File: config.mk
export PLATFORM = sky130hd
export DESIGN_NAME = fetch_sequencer
export DESIGN_NICKNAME = d
export VERILOG_FILES = /design/src/rtl/fetch_pkg.sv /design/src/rtl/fetch_sequencer.sv
export SDC_FILE = /design/constraint.sdc
export NUM_CORES = 1
export LEC_CHECK = 0
export CAP_MARGIN = 20
export CELL_PAD_IN_SITES_DETAIL_PLACEMENT = 1
export CELL_PAD_IN_SITES_GLOBAL_PLACEMENT = 1
export CORE_ASPECT_RATIO = 1.4
export CORE_MARGIN = 2
export CORE_UTILIZATION = 34
export DETAILED_ROUTE_END_ITERATION = 6
export GPL_ROUTABILITY_DRIVEN = 0
export MAX_ROUTING_LAYER = met4
export PLACE_DENSITY = 0.8
export SETUP_SLACK_MARGIN = 0.05
export SLEW_MARGIN = 20
export SYNTH_ARGS = -nofsm -noshare
export SYNTH_HDL_FRONTEND = slang
export SYNTH_SLANG_ARGS = --single-unit
File: constraint.sdc
create_clock -name clk -period 5.05 [get_ports clk]
set_input_delay 0.505 -clock clk [delete_from_list [all_inputs] [get_ports clk]]
set_output_delay 0.505 -clock clk [all_outputs]
set_load 0.02 [all_outputs]
File: src/rtl/fetch_pkg.sv
// Shared types and constants for the instruction fetch sequencer.
package fetch_pkg;

    localparam int unsigned INSTR_W = 32;
    localparam int unsigned ADDR_W  = 32;

    localparam logic [ADDR_W-1:0] RESET_PC_DEFAULT = 32'h0000_0000;
    localparam logic [ADDR_W-1:0] PC_STEP          = 32'h0000_0004;

    typedef enum logic [2:0] {
        ST_IDLE = 3'd0,
        ST_REQ  = 3'd1,
        ST_WAIT = 3'd2,
        ST_HOLD = 3'd3,
        ST_DROP = 3'd4
    } fetch_state_e;

    // Force an externally supplied target onto a word boundary.
    function automatic logic [ADDR_W-1:0] align_pc(input logic [ADDR_W-1:0] pc);
        return pc & ~ADDR_W'(32'h3);
    endfunction

endpackage

File: src/rtl/fetch_sequencer.sv
// Single-outstanding instruction fetch sequencer with predictor steering and redirect flush.
module fetch_sequencer
    import fetch_pkg::*;
#(
    parameter logic [ADDR_W-1:0] RESET_PC = RESET_PC_DEFAULT
) (
    input  logic               clk,
    input  logic               rst,
    output logic               imem_req,
    output logic [ADDR_W-1:0]  imem_addr,
    input  logic               imem_gnt,
    input  logic               imem_rvalid,
    input  logic [INSTR_W-1:0] imem_rdata,
    input  logic               bp_hit,
    input  logic               bp_taken,
    input  logic [ADDR_W-1:0]  bp_pred_pc,
    input  logic               redirect,
    input  logic [ADDR_W-1:0]  redirect_pc,
    output logic               if_valid,
    input  logic               if_ready,
    output logic [INSTR_W-1:0] if_instr,
    output logic [ADDR_W-1:0]  if_pc,
    output logic [ADDR_W-1:0]  if_pc_4
);

    fetch_state_e       state_q, state_d;
    logic [ADDR_W-1:0]  pc_q, pc_d;
    logic [ADDR_W-1:0]  req_pc_q, req_pc_d;
    logic               if_valid_q, if_valid_d;
    logic [INSTR_W-1:0] if_instr_q, if_instr_d;
    logic [ADDR_W-1:0]  if_pc_q, if_pc_d;
    logic               imem_req_q;

    // State register.
    always_ff @(posedge clk or posedge rst) begin
        if (rst) begin
            state_q <= ST_IDLE;
        end else begin
            state_q <= state_d;
        end
    end

    // Next-state logic; redirect outranks every other event.
    always_comb begin
        state_d = state_q;
        unique case (state_q)
            ST_IDLE: state_d = ST_REQ;
            ST_REQ: begin
                if (imem_gnt) begin
                    state_d = redirect ? ST_DROP : ST_WAIT;
                end
            end
            ST_WAIT: begin
                if (redirect) begin
                    state_d = imem_rvalid ? ST_REQ : ST_DROP;
                end else if (imem_rvalid) begin
                    state_d = ST_HOLD;
                end
            end
            ST_HOLD: begin
                if (redirect || if_ready) begin
                    state_d = ST_REQ;
                end
            end
            ST_DROP: begin
                // A redirect here only retargets PC; the stale response still retires the slot.
                if (imem_rvalid) begin
                    state_d = ST_REQ;
                end
            end
            default: state_d = ST_IDLE;
        endcase
    end

    // Datapath next values: PC steering, request tag and decode-side capture.
    always_comb begin
        pc_d       = pc_q;
        req_pc_d   = req_pc_q;
        if_valid_d = if_valid_q;
        if_instr_d = if_instr_q;
        if_pc_d    = if_pc_q;

        if (redirect) begin
            pc_d = align_pc(redirect_pc);
        end

        unique case (state_q)
            ST_REQ: begin
                if (imem_gnt && !redirect) begin
                    req_pc_d = pc_q;
                    pc_d     = (bp_hit && bp_taken) ? align_pc(bp_pred_pc) : pc_q + PC_STEP;
                end
            end
            ST_WAIT: begin
                if (imem_rvalid && !redirect) begin
                    if_valid_d = 1'b1;
                    if_instr_d = imem_rdata;
                    if_pc_d    = req_pc_q;
                end
            end
            ST_HOLD: begin
                if (redirect || if_ready) begin
                    if_valid_d = 1'b0;
                end
            end
            default: begin
                if_valid_d = 1'b0;
            end
        endcase
    end

    // Datapath registers; the request strobe is registered from the next state.
    always_ff @(posedge clk or posedge rst) begin
        if (rst) begin
            pc_q       <= RESET_PC;
            req_pc_q   <= '0;
            if_valid_q <= 1'b0;
            if_instr_q <= '0;
            if_pc_q    <= '0;
            imem_req_q <= 1'b0;
        end else begin
            pc_q       <= pc_d;
            req_pc_q   <= req_pc_d;
            if_valid_q <= if_valid_d;
            if_instr_q <= if_instr_d;
            if_pc_q    <= if_pc_d;
            imem_req_q <= (state_d == ST_REQ);
        end
    end

    assign imem_req  = imem_req_q;
    assign imem_addr = pc_q;
    assign if_valid  = if_valid_q;
    assign if_instr  = if_instr_q;
    assign if_pc     = if_pc_q;
    assign if_pc_4   = if_pc_q + PC_STEP;

endmodule

Yosys cells after proc, flatten, opt, wreduce, memory -nomap -nowiden --
Index checks and enable logic that the tools add are counted.
Word-level totals: bits of input ports 104, register bits 133, output and inout port bits 130, logic and storage cells 41
Operators by class: bitwise operators 1, equality and inequality tests 7, mux-type cells 15, add/sub/neg operators 2, reduce and logical (&&, ||, !) cells 9
Operators by type and width (number):
- $mux 32 | 4
- $add 32x3->32 const B | 2
- $mux 3 | 7
- $pmux 3 s5 | 1
- $eq 3x1->1 const B | 2
- $eq 3x2->1 const B | 2
- $ne 2x2->1 const B | 2
- $reduce_and 2->1 | 2
- $eq 3x3->1 const B | 1
- $logic_and 1x1->1 | 3
- $logic_not 3->1 | 1
- $pmux 1 s3 | 1
- $reduce_and 3->1 | 1
- $mux 1 | 2
- $logic_not 1->1 | 1
- $logic_or 1x1->1 | 1
- $not 1->1 | 1

Logic depth before layout (Yosys ltp) --
Gate-level depths: netlist (run 1).
depth in word-level cells 4, mapped depth 8, gate-level depth less buffers 6

Least setup slack after synthesis (run 1) --
OpenSTA, ideal clock, no wires.
kind register to output, start point register if_pc_q[9] (netlist: if_pc[9]), end point output if_pc_4[30], data arrival time 1.893 ns, path buffers 0, path slack 2.652 ns, required time 4.545 ns, stages on the path, launching flop included 6, path through dfrtp_1 > nand4_1 > nor4_4 > nand3_1 > nor2_1 > xor2_1
Between the ends: cells in the longest elaborated chain, start to end 1
RTL lines:
- start, declared | line fetch_sequencer.sv:31 | logic [ADDR_W-1:0] if_pc_q, if_pc_d;
- start signal, assigned | line fetch_sequencer.sv:126 | if_pc_q <= if_pc_d;
- $add 32x3->32 | line fetch_sequencer.sv:136 | assign if_pc_4 = if_pc_q + PC_STEP;
- end, declared | line fetch_sequencer.sv:23 | output logic [ADDR_W-1:0] if_pc_4
No other way between the ends.

Worst setup path after layout (run 1) --
Same ends and word-level chain as after synthesis.

==> summary.md, run 1 <==
| Metric | Value |
|---|---|
| Starting density of the core | 0.348 |
| Hold buffer count at cts | 0 |
| Number of global-route vias before repair | 6118 |
| Largest area contributor in the netlist | dfrtp_1 |
| Setup slack after layout | 1.54 ns |
| Yosys cell types | 53 |
| Share of layout cells above drive strength 1 | 0.127 |
| CTS tree | built |
| Antenna violations before repair | 0 |
| Worst-Skew Late Latency | 0.42 ns |
| Fin crit period | 3.51 ns |
| Die Ht | 170 µm |
| H-tree depth | 4 |
| Seq/Total Area, Yosys | 0.495 |
| Yosys warns | 0 |
| Slew HR | 0.366 |
| Setup violators final | 0 |
| Fin area | 0.00972 mm² |
| Status | completed |
| CP max FO | 7 |
| Global Route Usage Sum | 0.213 |
| Worst hold start | req_pc_q[23] |
| Highest Clock Rate | 285 MHz |
| Setup bufs post-CTS | 0 |
| Placed Cells | 1104 |
| Final Hold Slack | 0.472 ns |
| CTS buffer count | 17 |
| Post-synth top flop | dfrtp_1 |
| Power Dens Cells | 523 mW/mm² |
| Core ar. | 0.0193 mm² |
| Max-cap violations | 0 |
| Worst Hold End | req_pc_q[23] |
| Reg2reg setup slack | 2.52 ns |
| Critical path type | reg -> out |
| RSZ-0062 raised after global routing | false |
| Final Slew Violations | 0 |
| Worst R2R Start | state_q[2] |
| Post-cts resize count | 0 |
| Clock Pin Slew Worst Setup and Hold Paths | 0.05 ns |
| Data required, critical path | 4.55 ns |
| VDD IR-drop max | 242 µV |
| CP startpoint | if_pc[9] |
| Fraction of registers with async set/reset | 1.00 |
| Routed WL | 21100 µm |
| Layout area overhead | 44.7% |
| Leakage | 4.09 nW |
| Syn Std Cell Area | 0.00672 mm² |
| # IOs | 234 |
| Largest net degree at the start of global routing | 104 |
| Yosys top cell area share | 0.495 |
| WL/cell | 18.6 µm |
| CTS sink count | 133 |
| Final period util | 0.696 |
| Vias | 5740 |
| FF+latch count, synth | 133 |
| First-pass GRT wire length | 33600 µm |
| Pre-antenna DRT Iters | 4 |
| Hold Crit Depth | 2 |
| Setup TNS | 0 ns |
| Die ar. | 0.0209 mm² |
| Synthesized instance count | 660 |
| Synth area leaders | dfrtp_1 (50%), mux2_2 (9.6%), nand2_1 (7.5%) |
| Die Wd | 123 µm |
| Root Driver | clkbuf_16 |
| Final ANT Viol Nets | 0 |
| Min-Delay Path Class | reg -> reg |
| Reg2Reg Depth | 5 |
| Non-Filler Instances | 1133 |
| Post-DP Area | 0.00921 mm² |
| CP arrival | 3.01 ns |
| Post-synth EDFFs | 0 |
| Worst r2r dst | req_pc_q[30] |
| Mapped Avg Cell Area | 10.2 µm² |
| Clk_skew | 0.00643 ns |
| Grt ovf | 0 |
| Startpoint Class | flop |
| Worst slew pin tran | 0.951 ns |
| Worst slack at placement | 2.01 ns |
| NumNets Final | 981 |
| Rows | 60 |
| Via density | 5.07 |
| Maximum clock path buffer count | 2 |
| Filler Cell Count | 2147 |
| Syn nets | 766 |
| Setup crit end kind | primary output |
| Fin. Hold Viols | 0 |
| DR iter-0 viols | 245 |
| Drt drc | 0 |
| Number of port buffers | 229 |
| Dpl hpwl | 15200 µm |
[metal layers]
layer,track usage,vias to the layer above,wire length [µm],share of wire
met1,0.255,2849,8760,0.42
met3,0.0355,15,910,0.043
met2,0.368,150,11100,0.53
met5,-,-,0,0
met4,0.0585,0,296,0.014
li1,-,2726,-,-
[synth_stat cells (5+ instances only)]
master,instances
xor2_1,7
xnor2_1,44
mux2_2,57
o21ai_0,22
nor2b_1,5
a21oi_1,26
dfrtp_1,133
nand2_1,134
and3_1,7
a221oi_1,7
clkbuf_1,20
mux2i_1,16
buf_2,14
inv_1,12
nand4_1,14
nor2_1,25
nor3_1,31
nand3_1,21
[power breakdown]
part           internal (mW)  leakage, nW  total (mW)  switching (mW)
Clock                  0.664        0.256        1.11           0.442
Sequential              1.44         1.68        1.87           0.427
Combinational           1.05         2.15        2.11            1.06
[through the flow]
step                utilization  total power [mW]
floorplan                     -              2.91
global placement          0.477              3.94
detailed placement        0.477              4.01
CTS                       0.504              5.14
global route              0.504              5.38
finish                    0.504              5.08
[cell usage in the layout (no fill, tap or decap), types with 4 or more instances in the layout]
master	n
a21oi_1	26
buf_4	6
xor2_1	7
mux2i_1	16
dfrtp_1	133
a221oi_1	7
inv_1	11
nand4_1	14
nor2_1	24
xnor2_1	44
a211oi_1	4
nor4_4	4
clkdlybuf4s50_1	228
nand2_1	134
nor3_1	31
nand3_1	21
clkbuf_16	17
clkinv_2	4
and2_1	4
nor2b_1	5
mux2_2	57
and3_1	7
o21ai_0	22
clkbuf_8	4
o31ai_1	4
[cells by family (layout without fill, tap and decap cells)]
family,count (synthesis),count (layout),share of synthesized area
AND/OR/NAND/NOR,269,269,0.205
flip-flops,133,133,0.495
AO/OA/AOI/OAI,79,79,0.0737
multiplexers,75,75,0.123
XOR/XNOR,51,51,0.0665
buffers and inverters,51,275,0.0335
adder cells (fa/ha/maj),2,2,0.00372
other,0,1,0
[sequential cells by signal, summed over array words and instances (netlist names)]
name / flops
state_q: 3
if_instr: 32
req_pc_q: 32
imem_req: 1
if_valid: 1
if_pc: 32
imem_addr: 32
[critical path, stage by stage (launching register included)]
cell and delay (ns):
dfrtp_1 0.46, nand4_1 0.32, nor4_4 0.64, nand3_1 0.21, nor2_1 0.18, xor2_1 0.16, clkdlybuf4s50_1 0.62
[worst max-delay path by stage]
stage                         endpoint  slack, ns  cells past startpoint
after floorplan            if_instr[0]       0.99                      1
after global placement    req_pc_q[27]       2.03                      6
after detailed placement   if_pc_4[30]       2.01                      6
after CTS                  if_pc_4[30]       1.43                      6
after global routing       if_pc_4[30]       1.33                      7
final                      if_pc_4[30]       1.54                      6
[cell type report]
type	count	area, µm²	share of cell area
inverter	12	50.0	0.00515
clock buffer	23	488	0.0502
multi-input combinational	476	3190	0.328
antenna	1	2.50	0.000257
clock inverter	5	27.5	0.00283
tap	248	310	0.0319
sequential	133	3330	0.342
timing repair buffer	235	2330	0.240
Note: power is estimated with default switching activity, not from simulation.
==> run 2, diff against run 1 <==
--- a/config.mk
+++ b/config.mk
@@ -10,11 +10,11 @@
 export CELL_PAD_IN_SITES_GLOBAL_PLACEMENT = 1
 export CORE_ASPECT_RATIO = 1.4
 export CORE_MARGIN = 2
-export CORE_UTILIZATION = 34
+export CORE_UTILIZATION = 31
 export DETAILED_ROUTE_END_ITERATION = 6
 export GPL_ROUTABILITY_DRIVEN = 0
 export MAX_ROUTING_LAYER = met4
-export PLACE_DENSITY = 0.8
+export PLACE_DENSITY = 0.77
 export SETUP_SLACK_MARGIN = 0.05
 export SLEW_MARGIN = 20
 export SYNTH_ARGS = -nofsm -noshare
==> constraint.sdc (replaced) <==
create_clock -name clk -period 3.13 [get_ports clk]
set_input_delay 0.313 -clock clk [delete_from_list [all_inputs] [get_ports clk]]
set_output_delay 0.313 -clock clk [all_outputs]
set_load 0.02 [all_outputs]
==> run 2 against run 1 <==
Net effect:
- sequential power grew 61%
- non-clock buffer count up 12
- power increased by 70%
- sequential share of layout area decreased by 1.0 points
- clock power rose by 98%
- die area up 9.4%
- clock skew increased by 0.0026 ns
- combinational power grew 61%
- clock-buffer cell count down 5
- register-to-register slack worse by 1.6 ns
- critical path type unchanged
- highest routed layer unchanged
==> summary.md, run 2 (synthesized netlist as in run 1, its figures left out) <==
| Metric | Value |
|---|---|
| Reg2reg setup slack | 0.95 ns |
| Min-Delay Path Class | in -> reg |
| Setup TNS | 0 ns |
| CTS buffer count | 17 |
| Fin. Hold Viols | 0 |
| Highest Clock Rate | 348 MHz |
| Filler Cell Count | 2310 |
| Drt drc | 0 |
| Cells along the critical path | nand3_1 -> or3_4 -> nor3_4 -> buf_12 -> nand2_1 -> xnor2_1 -> clkdlybuf4s50_1 |
| Maximum clock path buffer count | 2 |
| Clock share of power | 0.255 |
| CP arrival | 2.56 ns |
| WP buf/inv | 2 |
| Grt ovf | 0 |
| Hold buffer count at cts | 0 |
| CTS sink count | 133 |
| Leakage | 4.38 nW |
| Number of port buffers | 229 |
| Worst-Skew Late Latency | 0.42 ns |
| Die Wd | 128 µm |
| Number of global-route vias before repair | 6059 |
| Data required, critical path | 2.82 ns |
| CTS tree | built |
| Final period util | 0.918 |
| Setup crit end kind | primary output |
| Layout area overhead | 49.3% |
| Fin area | 0.0100 mm² |
| Die Ht | 178 µm |
| Reg2Reg Depth | 5 |
| Crit path capture | if_pc_4[21] |
| WL/cell | 18.2 µm |
| NumNets Final | 993 |
| # IOs | 234 |
| H-tree depth | 4 |
| Rows | 63 |
| Seq pwr share | 0.350 |
| Most frequent cells in the layout | clkdlybuf4s50_1 (213), nand2_1 (134), dfrtp_1 (131) |
| Die ar. | 0.0229 mm² |
| Share of layout cells above drive strength 1 | 0.146 |
| Clock Pin Slew Worst Setup and Hold Paths | 0.06 ns |
| Starting density of the core | 0.317 |
| Final Slew Violations | 0 |
| Slew HR | 0.404 |
| Switching Fraction | 0.368 |
| Post-DP Area | 0.00933 mm² |
| Global Route Usage Sum | 0.197 |
| Antenna violations before repair | 0 |
| RSZ-0062 raised after global routing | false |
| Status | completed |
| Routed WL | 21100 µm |
| Combinational fraction of design power | 0.395 |
| First-pass GRT wire length | 34100 µm |
| Startpoint Class | flop |
| Power Dens Cells | 859 mW/mm² |
| Sw power | 3.17 mW |
| Final ANT Viol Nets | 0 |
| DR iter-0 viols | 250 |
| Largest net degree at the start of global routing | 71 |
| Int Power | 5.44 mW |
| Delay-heaviest family, CP | simple AND/OR/NAND/NOR gates |
| Worst R2R Start | state_q[0] |
| Max-cap violations | 0 |
| Critical path type | reg -> out |
| Core ar. | 0.0212 mm² |
| Pre-antenna DRT Iters | 4 |
| CP startpoint | if_pc[6] |
| Diode count | 0 |
| Clk_skew | 0.00906 ns |
| Via density | 4.95 |
| Setup violators final | 0 |
| Most common cell after layout, fill and taps aside | clkdlybuf4s50_1 |
| Worst slew pin tran | 0.893 ns |
| Vias | 5741 |
| Worst stage delay on the critical path | 0.62 ns |
| VDD IR-drop max | 411 µV |
| CP max FO | 8 |
| Worst r2r dst | imem_addr[18] |
| Root Driver | clkbuf_16 |
| Fin crit period | 2.87 ns |
| Critical path depth | 7 |
| Dpl hpwl | 15700 µm |
| Slowest cell on the critical path | clkdlybuf4s50_1 |
## run 2: through the flow
step / util / hold WS [ns] / power (mW) / instances / worst slack [ns]
floorplan: - / 0.434 / 4.69 / 660 / 0.924
global placement: 0.440 / 0.453 / 6.42 / 1126 / 0.395
detailed placement: 0.440 / 0.460 / 6.51 / 1126 / 0.359
CTS: 0.472 / 0.251 / 8.74 / 1159 / 0.0547
global route: 0.473 / 0.267 / 9.11 / 1159 / 0.0559
finish: 0.473 / 0.262 / 8.62 / 1159 / 0.257
## run 2: cell type report
class	count	area [µm²]	share of cell area
clock inverters	13	206	0.0206
flip-flops and latches	133	3330	0.332
inverters	12	48.8	0.00486
clock buffers	18	439	0.0438
repair buffers	247	2490	0.249
multi-input cells	476	3190	0.318
well taps	260	325	0.0324
## run 2: power by group through the flow
stage,sequential [mW],combinational [mW],clock [mW]
after floorplan,3.33,1.36,0
after global placement,3.01,3.41,0
after detailed placement,3.04,3.46,0
after CTS,3.02,3.47,2.25
after global routing,3.13,3.65,2.32
final,3.01,3.40,2.20
## run 2: worst register-to-register path, cell delays in order, from the launching register on
cell,delay [ns]
dfrtp_1,0.55
and4bb_2,0.50
nand2b_2,0.28
nor2_2,0.31
buf_4,0.28
a221oi_1,0.11
## run 2: worst min path at each step
stage / start / to / depth (start not counted)
after floorplan: redirect_pc[2] / imem_addr[2] / 2
after global routing: redirect / state_q[1] / 2
final: redirect / state_q[1] / 2
after detailed placement: req_pc_q[0] / req_pc_q[0] / 2
after global placement: req_pc_q[23] / req_pc_q[23] / 2
after CTS: redirect / state_q[1] / 2
## run 2: routing by layer
metal  track usage  up-vias  part of all wire
li1              -     2752                 -
met1         0.247     2818              0.43
met2         0.330      148              0.52
met3        0.0240       23             0.033
met4        0.0627        0             0.017
met5             -        -                 0
## run 2: timing repair
| action | CTS | global route |
|---|---|---|
| setup buffers | 2 | 0 |
| endpoints found under the setup margin | 12 | 12 |
| pin swaps | 2 | 0 |
| hold endpoints to repair | 0 | 0 |
| resized for setup | 4 | 13 |
==> run 3, diff against run 2 <==
--- a/config.mk
+++ b/config.mk
@@ -14,7 +14,7 @@
 export DETAILED_ROUTE_END_ITERATION = 6
 export GPL_ROUTABILITY_DRIVEN = 0
 export MAX_ROUTING_LAYER = met4
-export PLACE_DENSITY = 0.77
+export PLACE_DENSITY = 0.75
 export SETUP_SLACK_MARGIN = 0.05
 export SLEW_MARGIN = 20
 export SYNTH_ARGS = -nofsm -noshare
==> run 3 against run 2 <==
Net effect:
- worst hold slack better by 0.15 ns
- highest routed layer unchanged
- cell area barely moved
- sequential share of layout area about the same
- sequential power about the same
- setup slack worse by 0.044 ns
- critical endpoint is now if_pc_4[25]
- core utilization barely moved
- die area unchanged
==> summary.md, run 3 (synthesized netlist as in run 1, its figures left out) <==
| Metric | Value |
|---|---|
| Hold buffer count at cts | 0 |
| Most frequent cells in the layout | clkdlybuf4s50_1 (219), nand2_1 (134), dfrtp_1 (132) |
| Startpoint Class | flop |
| Antenna violations before repair | 0 |
| NumNets Final | 992 |
| Pre-antenna DRT Iters | 4 |
| Number of port buffers | 229 |
| Total Power | 8.66 mW |
| # IOs | 234 |
| Max-cap violations | 0 |
| Final ANT Viol Nets | 0 |
| Largest net degree at the start of global routing | 71 |
| Routed WL | 21400 µm |
| Data required, critical path | 2.82 ns |
| Worst-Skew Late Latency | 0.42 ns |
| Final period util | 0.932 |
| Number of global-route vias before repair | 6059 |
| GRT busiest layer | met2 |
| Setup crit end kind | primary output |
| Highest Clock Rate | 343 MHz |
| Vias | 5764 |
| Drt drc | 0 |
| Dpl hpwl | 15800 µm |
| Root Driver | clkbuf_16 |
| Final Hold Slack | 0.412 ns |
| Leakage | 4.32 nW |
| Min-Delay Path Class | in -> async |
| Status | completed |
| Die Wd | 128 µm |
| Clock Pin Slew Worst Setup and Hold Paths | 0.06 ns |
| Grt ovf | 0 |
| Starting density of the core | 0.317 |
| Global Route Usage Sum | 0.195 |
| CP arrival | 2.60 ns |
| Fin crit period | 2.92 ns |
| Grt met2 use | 0.337 |
| Rows | 63 |
| Fin. Hold Viols | 0 |
| Clk_skew | 0.00679 ns |
| Die ar. | 0.0229 mm² |
| Non-Filler Instances | 1160 |
| Placed Cells | 1124 |
| H-tree depth | 4 |
| Slew HR | 0.428 |
| RSZ-0062 raised after global routing | false |
| CTS buffer count | 17 |
| Worst slew pin tran | 0.856 ns |
| WL/cell | 18.4 µm |
| CTS tree | built |
| Power Dens Cells | 863 mW/mm² |
| Share of layout cells above drive strength 1 | 0.143 |
| Setup violators final | 0 |
| Core ar. | 0.0212 mm² |
| First-pass GRT wire length | 33500 µm |
| Die Ht | 178 µm |
| Met1 GRT Util | 0.231 |
| CTS sink count | 133 |
| VDD IR-drop max | 432 µV |
| Critical path type | reg -> out |
| Setup TNS | 0 ns |
| Via density | 4.97 |
| Final Slew Violations | 0 |
| DR iter-0 viols | 237 |
| Most common cell after layout, fill and taps aside | clkdlybuf4s50_1 |
| GR Layer Usage met3 | 0.0303 |
| Maximum clock path buffer count | 2 |
| CP max FO | 8 |
| Layout area overhead | 49.2% |
| Post-Route Utilization | 0.473 |
==> run 3: cell types whose count changed in the layout (fill, tap and decap cells not counted), moves of 2 or more <==
cell / before / now
clkdlybuf4s50_1: 213 / 219
clkinv_2: 2 / 0
clkinv_4: 1 / 5
clkinvlp_4: 6 / 3
dlygate4sd2_1: 4 / 2
dlymetal6s2s_1: 11 / 7
inv_6: 0 / 2
==> run 3: critical path, cell delays in order, from the launching register on <==
cell             delay, ns
dfrtp_1               0.43
nand3_1               0.15
or3_4                 0.43
nor3_4                0.16
buf_12                0.15
nand3_1               0.09
xnor2_1               0.15
clkdlybuf4s50_1       0.62
==> run 3: what timing repair did <==
action	in CTS	in global routing
pin swaps	2	0
setup buffers	3	0
resized for setup	2	8
endpoints found under the setup margin	10	9
==> run 3: layout make-up <==
type,count,area (µm²)
multi-input combinational,476,3190
sequential,133,3330
antenna,1,2.50
timing repair buffer,246,2480
fill,2356,11200
clock inverter,14,226
inverter,12,48.8
clock buffer,18,429
tap,260,325
==> run 3: path summary, 6_finish.rpt <==
check	start	to	slack (ns)	cells past startpoint
min reg2reg	req_pc_q[3]	req_pc_q[3]	0.47	2
min in group clk	redirect	imem_addr[2]	0.41	3
max reg2reg	state_q[0]	imem_addr[17]	1.02	5
max	if_pc[6]	if_pc_4[25]	0.21	7
min	rst	if_instr[4]	0.41	2
max in group asynchronous	rst	if_pc[4]	1.91	3
==> run 3: through the flow <==
stage	setup WS, ns	cell area (µm²)
after floorplan	0.924	6720
after global placement	0.405	9320
after detailed placement	0.358	9320
after CTS	0.0787	10000
after global routing	0.0646	10000
final	0.213	10000
==> run 3: per-layer routing <==
layer	wire (µm)	part of all wire
met5	0	0
met4	348	0.016
met3	900	0.042
met2	11100	0.52
met1	9000	0.42
==> run 3: report_power, final <==
part / switching (mW) / total (mW) / internal (mW)
Combinational: 1.72 / 3.42 / 1.70
Clock: 0.797 / 2.22 / 1.42
Sequential: 0.691 / 3.02 / 2.33
Total: 3.21 / 8.66 / 5.45
